==> src/rtl/fragment_address_sequencer.sv <==
// Splits a search key into equal fragments and issues one {index, fragment}
// SDRAM segment address per handshake, in masked ascending or descending order.
module fragment_address_sequencer #(
    parameter int DATA_BITS = 10,
    parameter int FRAGMENTS = 5,
    parameter int FRAG_BITS = 3,
    parameter int ID_WID    = 4
) (
    input  logic                                        clk,
    input  logic                                        reset_n,
    input  logic                                        i_key_valid,
    output logic                                        o_key_ready,
    input  logic [DATA_BITS-1:0]                        i_key,
    input  logic [ID_WID-1:0]                           i_key_id,
    input  logic [FRAGMENTS-1:0]                        i_frag_mask,
    input  logic                                        i_msb_first,
    output logic                                        o_addr_valid,
    input  logic                                        i_addr_ready,
    output logic [FRAG_BITS+DATA_BITS/FRAGMENTS-1:0]    o_sdram_segment_address,
    output logic [FRAG_BITS-1:0]                        o_frag_index,
    output logic [ID_WID-1:0]                           o_key_id,
    output logic                                        o_last,
    output logic                                        o_busy
);

    localparam int FRAG_WID = DATA_BITS / FRAGMENTS;
    localparam int ADDR_WID = FRAG_BITS + FRAG_WID;

    typedef enum logic {
        IDLE  = 1'b0,
        ISSUE = 1'b1
    } state_e;

    state_e                 state_q, state_d;
    logic [DATA_BITS-1:0]   key_q, key_d;
    logic [FRAGMENTS-1:0]   mask_q, mask_d;
    logic                   msb_q, msb_d;
    logic                   key_ready_q, key_ready_d;
    logic                   addr_valid_q, addr_valid_d;
    logic [ADDR_WID-1:0]    addr_q, addr_d;
    logic [FRAG_BITS-1:0]   index_q, index_d;
    logic [ID_WID-1:0]      id_q, id_d;
    logic                   last_q, last_d;

    logic [FRAG_BITS-1:0]   first_idx_s;
    logic                   first_last_s;
    logic [FRAG_BITS-1:0]   next_idx_s;
    logic                   next_last_s;

    // Enabled fragments strictly beyond cur in the issue direction.
    function automatic logic [FRAGMENTS-1:0] beyond(
        input logic [FRAGMENTS-1:0] m,
        input logic [FRAG_BITS-1:0] cur,
        input logic                 msb
    );
        logic [FRAGMENTS-1:0] r;
        r = '0;
        for (int k = 0; k < FRAGMENTS; k++) begin
            if (msb) begin
                r[k] = m[k] && (k < int'(cur));
            end else begin
                r[k] = m[k] && (k > int'(cur));
            end
        end
        return r;
    endfunction

    // Nearest set bit in the issue direction: lowest when ascending, highest when descending.
    function automatic logic [FRAG_BITS-1:0] pick_bit(
        input logic [FRAGMENTS-1:0] m,
        input logic                 msb
    );
        logic [FRAG_BITS-1:0] r;
        r = '0;
        if (msb) begin
            for (int k = 0; k < FRAGMENTS; k++) begin
                if (m[k]) begin
                    r = k[FRAG_BITS-1:0];
                end
            end
        end else begin
            for (int k = FRAGMENTS - 1; k >= 0; k--) begin
                if (m[k]) begin
                    r = k[FRAG_BITS-1:0];
                end
            end
        end
        return r;
    endfunction

    function automatic logic [FRAG_WID-1:0] frag_of(
        input logic [DATA_BITS-1:0] key,
        input logic [FRAG_BITS-1:0] k
    );
        logic [DATA_BITS-1:0] sh;
        sh = key >> (int'(k) * FRAG_WID);
        return sh[FRAG_WID-1:0];
    endfunction

    // Candidate fragment for a fresh key and for the step after the current one.
    always_comb begin
        first_idx_s  = pick_bit(i_frag_mask, i_msb_first);
        first_last_s = (beyond(i_frag_mask, first_idx_s, i_msb_first) == '0);
        next_idx_s   = pick_bit(beyond(mask_q, index_q, msb_q), msb_q);
        next_last_s  = (beyond(mask_q, next_idx_s, msb_q) == '0);
    end

    // Next-state and registered-output computation.
    always_comb begin
        state_d      = state_q;
        key_d        = key_q;
        mask_d       = mask_q;
        msb_d        = msb_q;
        key_ready_d  = key_ready_q;
        addr_valid_d = addr_valid_q;
        addr_d       = addr_q;
        index_d      = index_q;
        id_d         = id_q;
        last_d       = last_q;
        case (state_q)
            IDLE: begin
                key_ready_d  = 1'b1;
                addr_valid_d = 1'b0;
                if (i_key_valid && key_ready_q) begin
                    key_d  = i_key;
                    mask_d = i_frag_mask;
                    msb_d  = i_msb_first;
                    // A zero-mask key is swallowed; ready still dips for one cycle.
                    key_ready_d = 1'b0;
                    if (i_frag_mask != '0) begin
                        state_d      = ISSUE;
                        addr_valid_d = 1'b1;
                        addr_d       = {first_idx_s, frag_of(i_key, first_idx_s)};
                        index_d      = first_idx_s;
                        id_d         = i_key_id;
                        last_d       = first_last_s;
                    end else begin
                        state_d = IDLE;
                    end
                end else begin
                    state_d = IDLE;
                end
            end
            ISSUE: begin
                key_ready_d  = 1'b0;
                addr_valid_d = 1'b1;
                if (i_addr_ready) begin
                    if (last_q) begin
                        state_d      = IDLE;
                        addr_valid_d = 1'b0;
                        key_ready_d  = 1'b1;
                    end else begin
                        addr_d  = {next_idx_s, frag_of(key_q, next_idx_s)};
                        index_d = next_idx_s;
                        last_d  = next_last_s;
                    end
                end else begin
                    state_d = ISSUE;
                end
            end
            default: begin
                state_d      = IDLE;
                key_ready_d  = 1'b0;
                addr_valid_d = 1'b0;
            end
        endcase
    end

    // State and output registers.
    always_ff @(posedge clk or negedge reset_n) begin
        if (!reset_n) begin
            state_q      <= IDLE;
            key_q        <= '0;
            mask_q       <= '0;
            msb_q        <= 1'b0;
            key_ready_q  <= 1'b0;
            addr_valid_q <= 1'b0;
            addr_q       <= '0;
            index_q      <= '0;
            id_q         <= '0;
            last_q       <= 1'b0;
        end else begin
            state_q      <= state_d;
            key_q        <= key_d;
            mask_q       <= mask_d;
            msb_q        <= msb_d;
            key_ready_q  <= key_ready_d;
            addr_valid_q <= addr_valid_d;
            addr_q       <= addr_d;
            index_q      <= index_d;
            id_q         <= id_d;
            last_q       <= last_d;
        end
    end

    assign o_key_ready             = key_ready_q;
    assign o_addr_valid            = addr_valid_q;
    assign o_sdram_segment_address = addr_q;
    assign o_frag_index            = index_q;
    assign o_key_id                = id_q;
    assign o_last                  = last_q;
    assign o_busy                  = (state_q == ISSUE);

endmodule

==> config.mk <==
export PLATFORM = sky130hd
export DESIGN_NAME = fragment_address_sequencer
export DESIGN_NICKNAME = d
export VERILOG_FILES = /design/src/rtl/fragment_address_sequencer.sv
export SDC_FILE = /design/constraint.sdc
export NUM_CORES = 1
export LEC_CHECK = 0
export BUFFER_PORTS_ARGS = -buffer_cell sky130_fd_sc_hd__buf_2
export CAP_MARGIN = 20
export CORE_MARGIN = 2
export CORE_UTILIZATION = 46
export DETAILED_ROUTE_END_ITERATION = 10
export GPL_ROUTABILITY_DRIVEN = 0
export PLACE_DENSITY_LB_ADDON = 0.05
export REMOVE_ABC_BUFFERS = 1
export SETUP_SLACK_MARGIN = 0.15
export SYNTH_ARGS = -nofsm -noshare
export SYNTH_HDL_FRONTEND = slang
export SYNTH_SLANG_ARGS = --single-unit
==> constraint.sdc <==
create_clock -name clk -period 2.1 [get_ports clk]
set_input_delay 0.42 -clock clk [delete_from_list [all_inputs] [get_ports clk]]
set_output_delay 0.42 -clock clk [all_outputs]
set_load 0.01 [all_outputs]
==> flow_summary.yaml <==
timing:
  tightest_slew_ns: 0.649
  hold_violations: 0
  min_period_over_period: 0.991
  skew_ns: 0.00176
  slew_violations: 0
  max_slew_margin: 0.567
  finalCriticalPeriod_ns: 2.08
  rsz0062_at_grt: "true"
  fmax_mhz: 481
  setup_tns_ns: 0
  setup_viol: 0
grt:
  grt_max_degree: 29
  antenna_found_initial: 0
  grtUsageTotal: 0.241
  overflow: 0
  grt_pass1_wl_mm: 8.35
  grt_pass1_vias: 1734
setup_path:
  critical_path_arrival_ns: 2.23
  cp.required_ns: 2.25
  critPathKind: "register to register"
  endpoint_kind: "register"
  critPathMaxFanout: 8
  crit_end: "o_sdram_segment_address[0]"
  r2r-start: "o_sdram_segment_address[3]"
  regToRegSetupSlack_ns: 0.02
  crit_path_start: "o_sdram_segment_address[3]"
  reg2reg_depth: 6
  start_kind: "register"
  r2r_end: "o_sdram_segment_address[0]"
clock_tree:
  cts_tree: "yes"
  cts_made_buffers: 3
  clk_pin_slew_ns: 0.10
  worstSkewPairLatency_ns: 0.27
  cts_root_buffer: "clkbuf_8"
  postCtsHoldBufs: 0
  cts_sinks: 28
  clockBufferDepth: 2
  cts_htree_levels: 1
logic_synthesis:
  yosys.cell_types.count: 48
  synth_seq_area_share: 0.380
  netlist_instances: 194
  ys_warn_count: 0
  syn_area_sq_um: 1840
  synth.most_common_cell: "dfrtp_1"
  syn_avg_cell_area_sq_um: 9.49
  synth_edf_count: 0
  synth-async-reset-ratio: 1.00
  synth_seq_cells: 28
  synth_flop_cell: "dfrtp_1"
  synth_area_leader_cell: "dfrtp_1"
  synth_area_leaders: "dfrtp_1 (38%), mux2_2 (12%), mux2i_1 (4.3%)"
  synth_top_area_share: 0.380
  synthTopCellsByCount: "dfrtp_1 (28), mux2_2 (20), o21ai_0 (16)"
floorplanning:
  die_w_microns: 67.3
  chipHeight_microns: 67.3
  rows: 22
  io_pins: 40
  die_area_sq_um: 4530
  core-area_sq_um: 3740
  start_util: 0.492
detailed_routing:
  routedWlPerCell_microns: 17.4
  met1_length_mm: 2.17
  num_vias: 1815
  via_per_inst: 6.09
  drc: 0
  drt_iter0_drc: 158
  top_layer_used: "met4"
  dr_wl_met2_mm: 2.52
  wirelength_mm: 5.17
  wl_met3_microns: 388
  drt-pass1-iter-count: 7
  ant_nets: 0
power_and_ir_drop:
  p_per_area_nw_per_um2: 1640
  p_leak_nw: 1.06
  peakVddDrop_mv: 0.773
  power_mw: 3.89
cells_and_area:
  antenna_cells: 0
  layout-drive-gt1-share: 0.468
  fin_nets: 276
  fin_cells: 298
  stdcell_area_sq_um: 2360
  syn2layout_area_growth_pct: 28.3
place:
  port_buffers: 39
  place_inst: 288
  hpwlAfterDp_mm: 3.66
  placed_cell_area_sq_um: 2170
status:
  run_status: "finished clean"
hold_path:
  hold_path_class: "primary input to asynchronous set/reset pin"
run:
  cap_violations: 0
==> cell usage in the layout (no fill, tap or decap), types with 2 or more instances in the layout <==
| cell type | count |
|---|---|
| nand3b_1 | 3 |
| o21ai_1 | 2 |
| nor3_1 | 4 |
| nor2_1 | 13 |
| mux2_2 | 20 |
| dfrtp_1 | 24 |
| o21ai_4 | 3 |
| nand2_1 | 13 |
| inv_1 | 8 |
| or2_4 | 2 |
| clkbuf_8 | 3 |
| mux2i_1 | 8 |
| buf_4 | 26 |
| a211oi_2 | 2 |
| or3_1 | 3 |
| a41oi_1 | 2 |
| a21oi_2 | 4 |
| nor2b_1 | 3 |
| a21oi_1 | 5 |
| a31oi_1 | 2 |
| o211ai_1 | 3 |
| nor3_2 | 2 |
| a211oi_1 | 5 |
| nor4bb_1 | 2 |
| o22ai_1 | 2 |
| buf_2 | 39 |
| nor3b_1 | 2 |
| o21ai_0 | 15 |
| dfrtp_2 | 4 |
==> logic make-up (layout without fill, tap and decap cells) <==
| family | after synthesis | in the layout | synth area share |
|---|---|---|---|
| compound gates | 58 | 58 | 0.215 |
| fa+ha+maj | 1 | 1 | 0.00543 |
| simple gates | 58 | 58 | 0.173 |
| mux | 28 | 28 | 0.166 |
| buf+inv | 21 | 77 | 0.0605 |
| flops | 28 | 28 | 0.380 |
==> area by class of cell <==
cell class	count	area, sq um
Clock buffer	3	41.3
Fill cell	326	1380
Inverter	8	30.0
Multi-Input combinational cell	145	1130
Sequential cell	28	706
Tap cell	48	60.1
Timing Repair Buffer	66	395
==> state kept, by name, indices dropped and copies added (netlist names) <==
name                     flops
key_q                       10
mask_q                       5
msb_q                        1
o_addr_valid                 1
o_key_id                     4
o_key_ready                  1
o_last                       1
o_sdram_segment_address      5
==> per-layer routing <==
layer	GRT usage	vias to the layer above
li1	-	831
met3	0.0283	11
met1	0.316	880
met5	0	-
met4	0.0536	0
met2	0.427	93
==> timing repair <==
action,in CTS,in global routing
setup endpoints to repair,4,5
gates resized for setup,20,6
setup buffers,2,5
pin swaps,8,7
==> worst max-delay path: stages (launching register included) <==
cell and delay (ns):
dfrtp_2 0.47, or3_1 0.38, a211oi_2 0.27, o21ai_4 0.13, nor4bb_1 0.17, nor4bb_1 0.41
a221oi_2 0.12
==> stage by stage <==
stage	setup slack, ns	hold slack [ns]	utilization
floorplan	-0.373	0.124	-
global placement	0.0425	0.473	0.579
detailed placement	-0.0785	0.477	0.579
CTS	0.0408	0.189	0.613
global route	-0.0218	0.212	0.631
finish	0.0199	0.163	0.631
==> where the power goes <==
part | internal, mW | switching [mW] | leakage (nW)
combinational | 1.22 | 1.28 | 0.714
clock | 0.129 | 0.169 | 0.0216
sequential | 0.818 | 0.270 | 0.327
==> how the worst min path moves through the flow <==
stage | start | endpoint | slack [ns] | depth (start not counted)
floorplan | reset_n | key_q[0] | 0.12 | 0
global placement | reset_n | mask_q[2] | 0.47 | 1
detailed placement | reset_n | mask_q[2] | 0.48 | 1
CTS | reset_n | mask_q[2] | 0.19 | 1
global route | reset_n | mask_q[2] | 0.21 | 1
finish | reset_n | mask_q[2] | 0.16 | 1
Power figures use the tool's default switching activity.
